[src/rtl/is_line_loader.sv]
// -----------------------------------------------------------------------------
// is_line_loader
//   Upstream feeder for the 16-lane input-stationary MAC column. It packs a
//   32-bit valid/ready word stream into LANES-word lines. For each job it issues
//   one weight line (IS_enW_o pulse) and then lines_left input lines (IS_enI_o
//   pulses). An issue happens only on an edge where IS_clk_is_enable is high,
//   so the column never misses a pulse.
//
// Ports
//   IS_CLK            clock, all logic on the rising edge
//   IS_RST            synchronous active-high reset
//   IS_clk_is_enable  downstream enable, gates every issue
//   IS_start          one-cycle job start, honoured only in IDLE
//   IS_num_lines      input lines per job, 0 is treated as 1
//   s_valid/s_data    stream word in
//   s_ready           loader accepts a word this cycle
//   IS_In_o           issued line; word 0 sits in the most significant lane
//   IS_enW_o          one-cycle weight-line pulse
//   IS_enI_o          one-cycle input-line pulse
//   IS_busy           high outside IDLE
//   IS_done           one-cycle job-complete pulse
// -----------------------------------------------------------------------------
module is_line_loader #(
  parameter int LANES  = 16,
  parameter int WORD_W = 32,
  parameter int CNT_W  = 8
) (
  input  logic                    IS_CLK,
  input  logic                    IS_RST,
  input  logic                    IS_clk_is_enable,
  input  logic                    IS_start,
  input  logic [CNT_W-1:0]        IS_num_lines,
  input  logic                    s_valid,
  input  logic [WORD_W-1:0]       s_data,
  output logic                    s_ready,
  output logic [LANES*WORD_W-1:0] IS_In_o,
  output logic                    IS_enW_o,
  output logic                    IS_enI_o,
  output logic                    IS_busy,
  output logic                    IS_done
);

  localparam int LINE_W = LANES * WORD_W;
  localparam int IDX_W  = (LANES > 1) ? $clog2(LANES) : 1;
  localparam logic [IDX_W-1:0] LAST_IDX = IDX_W'(LANES - 1);

  typedef enum logic [2:0] {
    IDLE, FILL_W, WAIT_W, FILL_I, WAIT_I, DONE
  } state_t;

  state_t            state_q, state_d;
  logic [IDX_W-1:0]  word_cnt_q;
  logic [CNT_W-1:0]  lines_left_q;
  logic [LINE_W-1:0] asm_q, asm_d;
  logic [LINE_W-1:0] out_q;
  logic              enw_q, eni_q;

  logic accept, last_word, start_job, issue_w, issue_i;

  assign s_ready   = (state_q == FILL_W) || (state_q == FILL_I);
  assign accept    = s_valid && s_ready;
  assign last_word = accept && (word_cnt_q == LAST_IDX);

  // NOTE: every signal written here gets a default first, so no path leaves
  // one unassigned and no latch is inferred.
  always_comb begin
    state_d   = state_q;
    start_job = 1'b0;
    issue_w   = 1'b0;
    issue_i   = 1'b0;
    asm_d     = asm_q;

    // Drop the accepted word into its lane; the completed line (including the
    // word arriving this cycle) is then visible in asm_d for an immediate issue.
    for (int k = 0; k < LANES; k++) begin
      if (accept && (word_cnt_q == IDX_W'(k)))
        asm_d[(LANES-1-k)*WORD_W +: WORD_W] = s_data;
    end

    unique case (state_q)
      IDLE: begin
        if (IS_start) begin
          start_job = 1'b1;
          state_d   = FILL_W;
        end
      end
      FILL_W: begin
        if (last_word) begin
          if (IS_clk_is_enable) begin
            issue_w = 1'b1;
            state_d = FILL_I;
          end else begin
            state_d = WAIT_W;
          end
        end
      end
      WAIT_W: begin
        if (IS_clk_is_enable) begin
          issue_w = 1'b1;
          state_d = FILL_I;
        end
      end
      FILL_I: begin
        if (last_word) begin
          if (IS_clk_is_enable) begin
            issue_i = 1'b1;
            state_d = (lines_left_q == CNT_W'(1)) ? DONE : FILL_I;
          end else begin
            state_d = WAIT_I;
          end
        end
      end
      WAIT_I: begin
        if (IS_clk_is_enable) begin
          issue_i = 1'b1;
          state_d = (lines_left_q == CNT_W'(1)) ? DONE : FILL_I;
        end
      end
      DONE:    state_d = IDLE;
      default: state_d = IDLE;
    endcase
  end

  // NOTE: state is updated with non-blocking assignments so every register
  // samples the pre-edge values, independent of statement order.
  always_ff @(posedge IS_CLK) begin
    if (IS_RST) begin
      state_q      <= IDLE;
      word_cnt_q   <= '0;
      lines_left_q <= '0;
      // NOTE: the line-wide assembly and output registers are reset too, so a
      // line is never issued with stale lanes after an aborted job.
      asm_q        <= '0;
      out_q        <= '0;
      enw_q        <= 1'b0;
      eni_q        <= 1'b0;
    end else begin
      state_q <= state_d;
      asm_q   <= asm_d;
      enw_q   <= issue_w;
      eni_q   <= issue_i;

      if (start_job) begin
        word_cnt_q   <= '0;
        lines_left_q <= (IS_num_lines == '0) ? CNT_W'(1) : IS_num_lines;
      end else if (accept) begin
        word_cnt_q <= last_word ? '0 : word_cnt_q + IDX_W'(1);
      end

      if (issue_i)
        lines_left_q <= lines_left_q - CNT_W'(1);

      // The output only moves on an issue edge and holds otherwise.
      if (issue_w || issue_i)
        out_q <= asm_d;
    end
  end

  assign IS_In_o  = out_q;
  assign IS_enW_o = enw_q;
  assign IS_enI_o = eni_q;
  assign IS_busy  = (state_q != IDLE);
  assign IS_done  = (state_q == DONE);

endmodule

[config.mk]
export PLATFORM = sky130hd
export DESIGN_NAME = is_line_loader
export DESIGN_NICKNAME = d
export VERILOG_FILES = /design/src/rtl/is_line_loader.sv
export SDC_FILE = /design/constraint.sdc
export NUM_CORES = 2
export LEC_CHECK = 0
export CAP_MARGIN = 25
export CORE_AREA = 2 2 352 354
export CTS_CLUSTER_DIAMETER = 100
export DETAILED_ROUTE_END_ITERATION = 7
export DIE_AREA = 0 0 354 356
export PLACE_DENSITY = 0.55
export SLEW_MARGIN = 20
export SYNTH_ARGS = -nofsm -noshare
export SYNTH_HDL_FRONTEND = slang
export SYNTH_SLANG_ARGS = --single-unit
[constraint.sdc]
create_clock -name IS_CLK -period 2.71 [get_ports IS_CLK]
set_input_delay 0.813 -clock IS_CLK [delete_from_list [all_inputs] [get_ports IS_CLK]]
set_output_delay 0.813 -clock IS_CLK [all_outputs]
set_load 0.02 [all_outputs]
Yosys cells after proc, flatten, opt, wreduce, memory -nomap -nowiden
Cells that the tools add are included.
{"block": "word_totals", "register_bits": 1041, "inputBits": 45, "wordCells": 96}
{"block": "op_classes", "n_addsub": 2, "n_eq_ne": 26, "mux": 35, "reduce_logical": 26}
{"operator": "$mux 32", "count": 16}
{"operator": "$eq 4x4->1 const B", "count": 8}
{"operator": "$mux 8", "count": 3}
{"operator": "$mux 3", "count": 7}
{"operator": "$logic_and 1x1->1", "count": 17}
{"operator": "$eq 4x3->1 const B", "count": 4}
{"operator": "$pmux 3 s5", "count": 1}
{"operator": "$ne 2x2->1 const B", "count": 5}
{"operator": "$eq 4x2->1 const B", "count": 2}
{"operator": "$eq 8x1->1 const B", "count": 1}
{"operator": "$logic_not 8->1", "count": 1}
{"operator": "$sub 8x1->8 const B", "count": 1}
{"operator": "$eq 3x2->1 const B", "count": 2}
{"operator": "$eq 3x3->1 const B", "count": 2}
{"operator": "$mux 1", "count": 5}
{"operator": "$reduce_and 5->1", "count": 1}
{"operator": "$add 4x1->4 const B", "count": 1}
{"operator": "$eq 4x1->1 const B", "count": 1}
{"operator": "$logic_not 4->1", "count": 1}
{"operator": "$mux 4", "count": 1}
{"operator": "$pmux 1 s2", "count": 2}
{"operator": "$eq 3x1->1 const B", "count": 1}
{"operator": "$logic_not 3->1", "count": 1}
{"operator": "$reduce_bool 3->1", "count": 1}
{"operator": "3 further kinds", "count": 4}

Depth between registers and ports, before layout
{"block": "depth", "word_depth": 7, "depth_mapped": 9, "mapped_depth_nobuf": 6}

Least setup slack after synthesis
Ideal clock, no wire load.
{"block": "synth_path", "kind": "input port to flip-flop", "startpoint": "in s_valid", "endpoint": "reg out_q[459], in the netlist IS_In_o[459]", "t_arrival_ns": 2.119, "slack_ns": 0.445, "path_stages": 8, "n_path_buf": 4, "cell_sequence": "nand2_1 -> nor2_1 -> o21a_1 -> buf_2 -> buf_2 -> buf_2 -> buf_2 -> a211oi_2"}
{"block": "synth_between", "elab_chain_cells": 5}
{"item": "start: declaration", "line_no": "33", "source": "input logic s_valid,"}
{"item": "$logic_and 1x1->1 *", "line_no": "61", "source": "assign accept = s_valid && s_ready;"}
{"item": "$logic_and 1x1->1", "line_no": "62", "source": "assign last_word = accept && (word_cnt_q == LAST_IDX);"}
{"item": "$mux 1", "line_no": "104", "source": "if (last_word) begin"}
{"item": "$pmux 1 s2", "line_no": "80", "source": "unique case (state_q)"}
{"item": "$logic_or 1x1->1", "line_no": "154", "source": "if (issue_w || issue_i)"}
{"item": "end signal: assignment", "line_no": "155", "source": "out_q <= asm_d;"}
{"item": "end: declaration", "line_no": "55", "source": "logic [LINE_W-1:0] out_q;"}
Every way passes the cells marked *; elsewhere a longest branch is shown, timed or not.
A chain may end at the register's enable or synchronous reset.

Worst setup path after layout
{"block": "layout_path", "startpoint": "reg out_q[88], in the netlist IS_In_o[88]", "endpoint": "out IS_In_o[88]"}
{"item": "end: declaration", "line_no": "36", "source": "output logic [LANES*WORD_W-1:0] IS_In_o,"}
No word-level cell between the ends.

==> impl_metrics.csv <==
group,metric,value,unit
setup_path,path_cells,"clkdlybuf4s50_1",
place,placed_cell_area,0.04537,mm²
global_route,grt_start_max_net_pins,123,
setup_path,max_stage_delay,0.66,ns
floorplan,row_count,129,
clocking,clk_path_buf_depth,3,
power_and_ir_drop,total_power,0.03419,W
clocking,htree_levels,3,
power_and_ir_drop,power_leakage,16.05,nW
detailed_routing,wirelength,122.8,mm
detailed_routing,viasPerCell,4.657,
yosys,syn_inst,3548,
detailed_routing,wl_per_cell,21.09,µm
worst_hold_path,hp-class,"reg2reg",
setup_path,critPathBufInv,1,
clocking,clock-sinks,1041,
detailed_routing,drt_pass1_iterations,5,
setup_path,cp_top_family,"buffers and inverters",
yosys,ys_types,44,
global_route,grt-ovfl-total,0,
sta,fin_skew,0.02810,ns
clocking,insertion_delay,0.69,ns
floorplan,start_util,29.73,%
sta,fin_crit,2.613,ns
sta,finalSetupViolCount,0,
clocking,cts_setup_buffers,0,
global_route,antenna_found_initial,1,
detailed_routing,ant_nets,0,
power_and_ir_drop,power_density,699.0,mW/mm²
final_layout,multiInputGateArea,0.01421,mm²
global_route,grt_first_pass_wirelength,176.1,mm
yosys,synth_edf_count,0,
sta,fin_crit_sh,96.44,%
floorplan,core_region_area,0.1227,mm²
yosys,synth.cell_area,0.03647,mm²
yosys,yosys.area.top_type,"dfxtp_1",
floorplan,die_y,356,µm
sta,fmax,382.6,MHz
outcome,outcome,"complete, no violations",
yosys,yosysWarningCount,0,
sta,slew_headroom,40.27,%
yosys,ys_seq_area_share,57.14,%
final_layout,fin_nets,4154,
power_and_ir_drop,ir_drop,0.4174,mV
setup_path,critical_path_class,"reg2out",
setup_path,end_kind,"output pin",
sta,rsz0062_at_grt,"false",
final_layout,area_growth,34.09,%
yosys,syn_nets,3599,
clocking,cts_buffers,109,
final_layout,fill_cells,12010,
detailed_routing,drt_iter0_markers,1824,
clocking,path_clk_slew,0.06,ns
final_layout,area.sequential,0.02084,mm²
sta,hold_viol,0,
setup_path,slowest_stage,"clkdlybuf4s50_1",
clocking,holdBufCountCts,0,
place,hpwl,81.47,mm
final_layout,post-route-util,39.87,%
sta,tightest_slew,0.8960,ns
yosys,netlist.area_leader.share,57.14,%
place,numPortBuffers,561,
sta,maxSlewViolCount,0,
yosys,ys_async_sr_fraction,0,%
global_route,grt_pass1_vias,25280,
setup_path,required,1.90,ns
floorplan,die_area,0.1260,mm²
floorplan,die_x,354,µm
setup_path,crit_path_max_fanout,2,
sta,fin_ws,0.09659,ns
floorplan,io_pins,562,
place,place_congestion,0.7645,
job,max_cap_violations,0,
detailed_routing,drc,0,
yosys,synthFlopType,"dfxtp_1",
final_layout,final_area,0.04891,mm²
detailed_routing,vias,27110,
clocking,cts_tree,"yes",
setup_path,cp-start-kind,"register",
final_layout,drive_gt1_share,12.50,%
global_route,grtUsageTotal,18.82,%
yosys,synth_area_per_cell,10.28,µm²
clocking,cts_root_buf,"clkbuf_16",
place,dp_slack,-0.1911,ns
setup_path,arrival,1.80,ns
yosys,synth-seq-cells,1041,
yosys,synth_area_leaders,"dfxtp_1, mux2i_1, nor2_1",
cell usage in the layout (no fill, tap or decap), types with 4 or more instances in the layout:
cell             count
nor2_1            1037
nor4_1               4
a211oi_1           428
nand3_1              5
dfxtp_1           1040
a21oi_1              9
buf_2               33
o21ai_0              6
nor3_1               6
clkdlybuf4s50_1    525
buf_12             100
ha_1                 6
clkinv_2            22
nor2_4              12
clkbuf_1            20
buf_4              104
nand2_1             15
a211oi_2            89
nor2_8               4
clkbuf_16          111
mux2i_1            513
inv_1                8
xnor2_1              4
clkbuf_8            28
power by group:
group | switching, W | internal [W]
sequential | 0.000361 | 0.0157
combinational | 0.00204 | 0.00135
clock | 0.00624 | 0.00845
per-stage QoR:
step | instances | hold slack (ns) | TNS [ns]
floorplan | 3548 | 0.4564 | 0
global placement | 5629 | 0.4689 | -36.23
detailed placement | 5629 | 0.4782 | -47.06
CTS | 5821 | 0.4923 | 0
global route | 5821 | 0.5058 | 0
finish | 5822 | 0.4862 | 0
state kept, by name, indices dropped and copies added, names as in the netlist:
name / count
word_cnt_q: 4
IS_enI_o: 1
IS_In_o: 512
lines_left_q: 8
state_q: 3
IS_enW_o: 1
asm_q: 512
worst min-delay path, cell delays in order, from the launching register on:
cell     delay [ns]
dfxtp_1        0.30
mux2i_1        0.07
nor2_1         0.08
cells in the mapped netlist, drive strengths merged, types with 2 or more instances:
cell       n
nor2    1053
dfxtp   1041
a211oi   517
mux2i    513
clkbuf   192
buf      129
nand2     15
a21oi      9
inv        8
ha         6
nor3       6
o21ai      6
nand3      5
nor2b      4
nor4       4
xnor2      4
a32oi      3
and2       3
nand3b     3
or3        3
and4b      2
o211ai     2
o21a       2
o311ai     2
o31ai      2
or3b       2
or4        2
path summary, 6_finish.rpt:
| kind | startpoint | end | slack [ns] | cells past startpoint |
|---|---|---|---|---|
| worst max-delay path | IS_In_o[88]$_SDFFE_PP0P_ | IS_In_o[88] | 0.1 | 1 |
| worst min-delay path | asm_q[190]$_SDFF_PP0_ | asm_q[190]$_SDFF_PP0_ | 0.49 | 2 |
| worst max register to register | state_q[0]$_SDFFE_PP0P_ | IS_In_o[414]$_SDFFE_PP0P_ | 0.35 | 7 |
| worst min register to register | asm_q[190]$_SDFF_PP0_ | asm_q[190]$_SDFF_PP0_ | 0.49 | 2 |
layout make-up:
| type | instances | share of cell area (%) |
|---|---|---|
| flip-flops and latches | 1041 | 42.61 |
| multi-input cells | 2178 | 29.05 |
| repair buffers | 765 | 16.85 |
| clock buffers | 159 | 6.621 |
| well taps | 1637 | 4.188 |
| clock inverters | 33 | 0.6114 |
| inverters | 8 | 0.06140 |
| diodes | 1 | 0.005116 |
cells by family after synthesis:
family,count (synthesis),synth area share [%]
adder cells (fa/ha/maj),6,0.2058
AO/OA/AOI/OAI,549,12.44
flip-flops,1041,57.14
multiplexers,513,14.08
buffers and inverters,329,4.182
AND/OR/NAND/NOR,1106,11.86
XOR/XNOR,4,0.09604
repair_timing:
item                                   CTS  global route
endpoints found under the hold margin    0             0
setup endpoints to repair                3             1
gates resized for setup                 13             1
metal layers:
metal | track usage (%) | vias up | wire, µm
met3 | 3.006 | 113 | 5832
met5 | 0 | - | 0
met4 | 3.449 | 0 | 1609
li1 | - | 13280 | -
met1 | 26.80 | 13090 | 59220
met2 | 30.19 | 635 | 56130
Power figures use the tool's default switching activity.
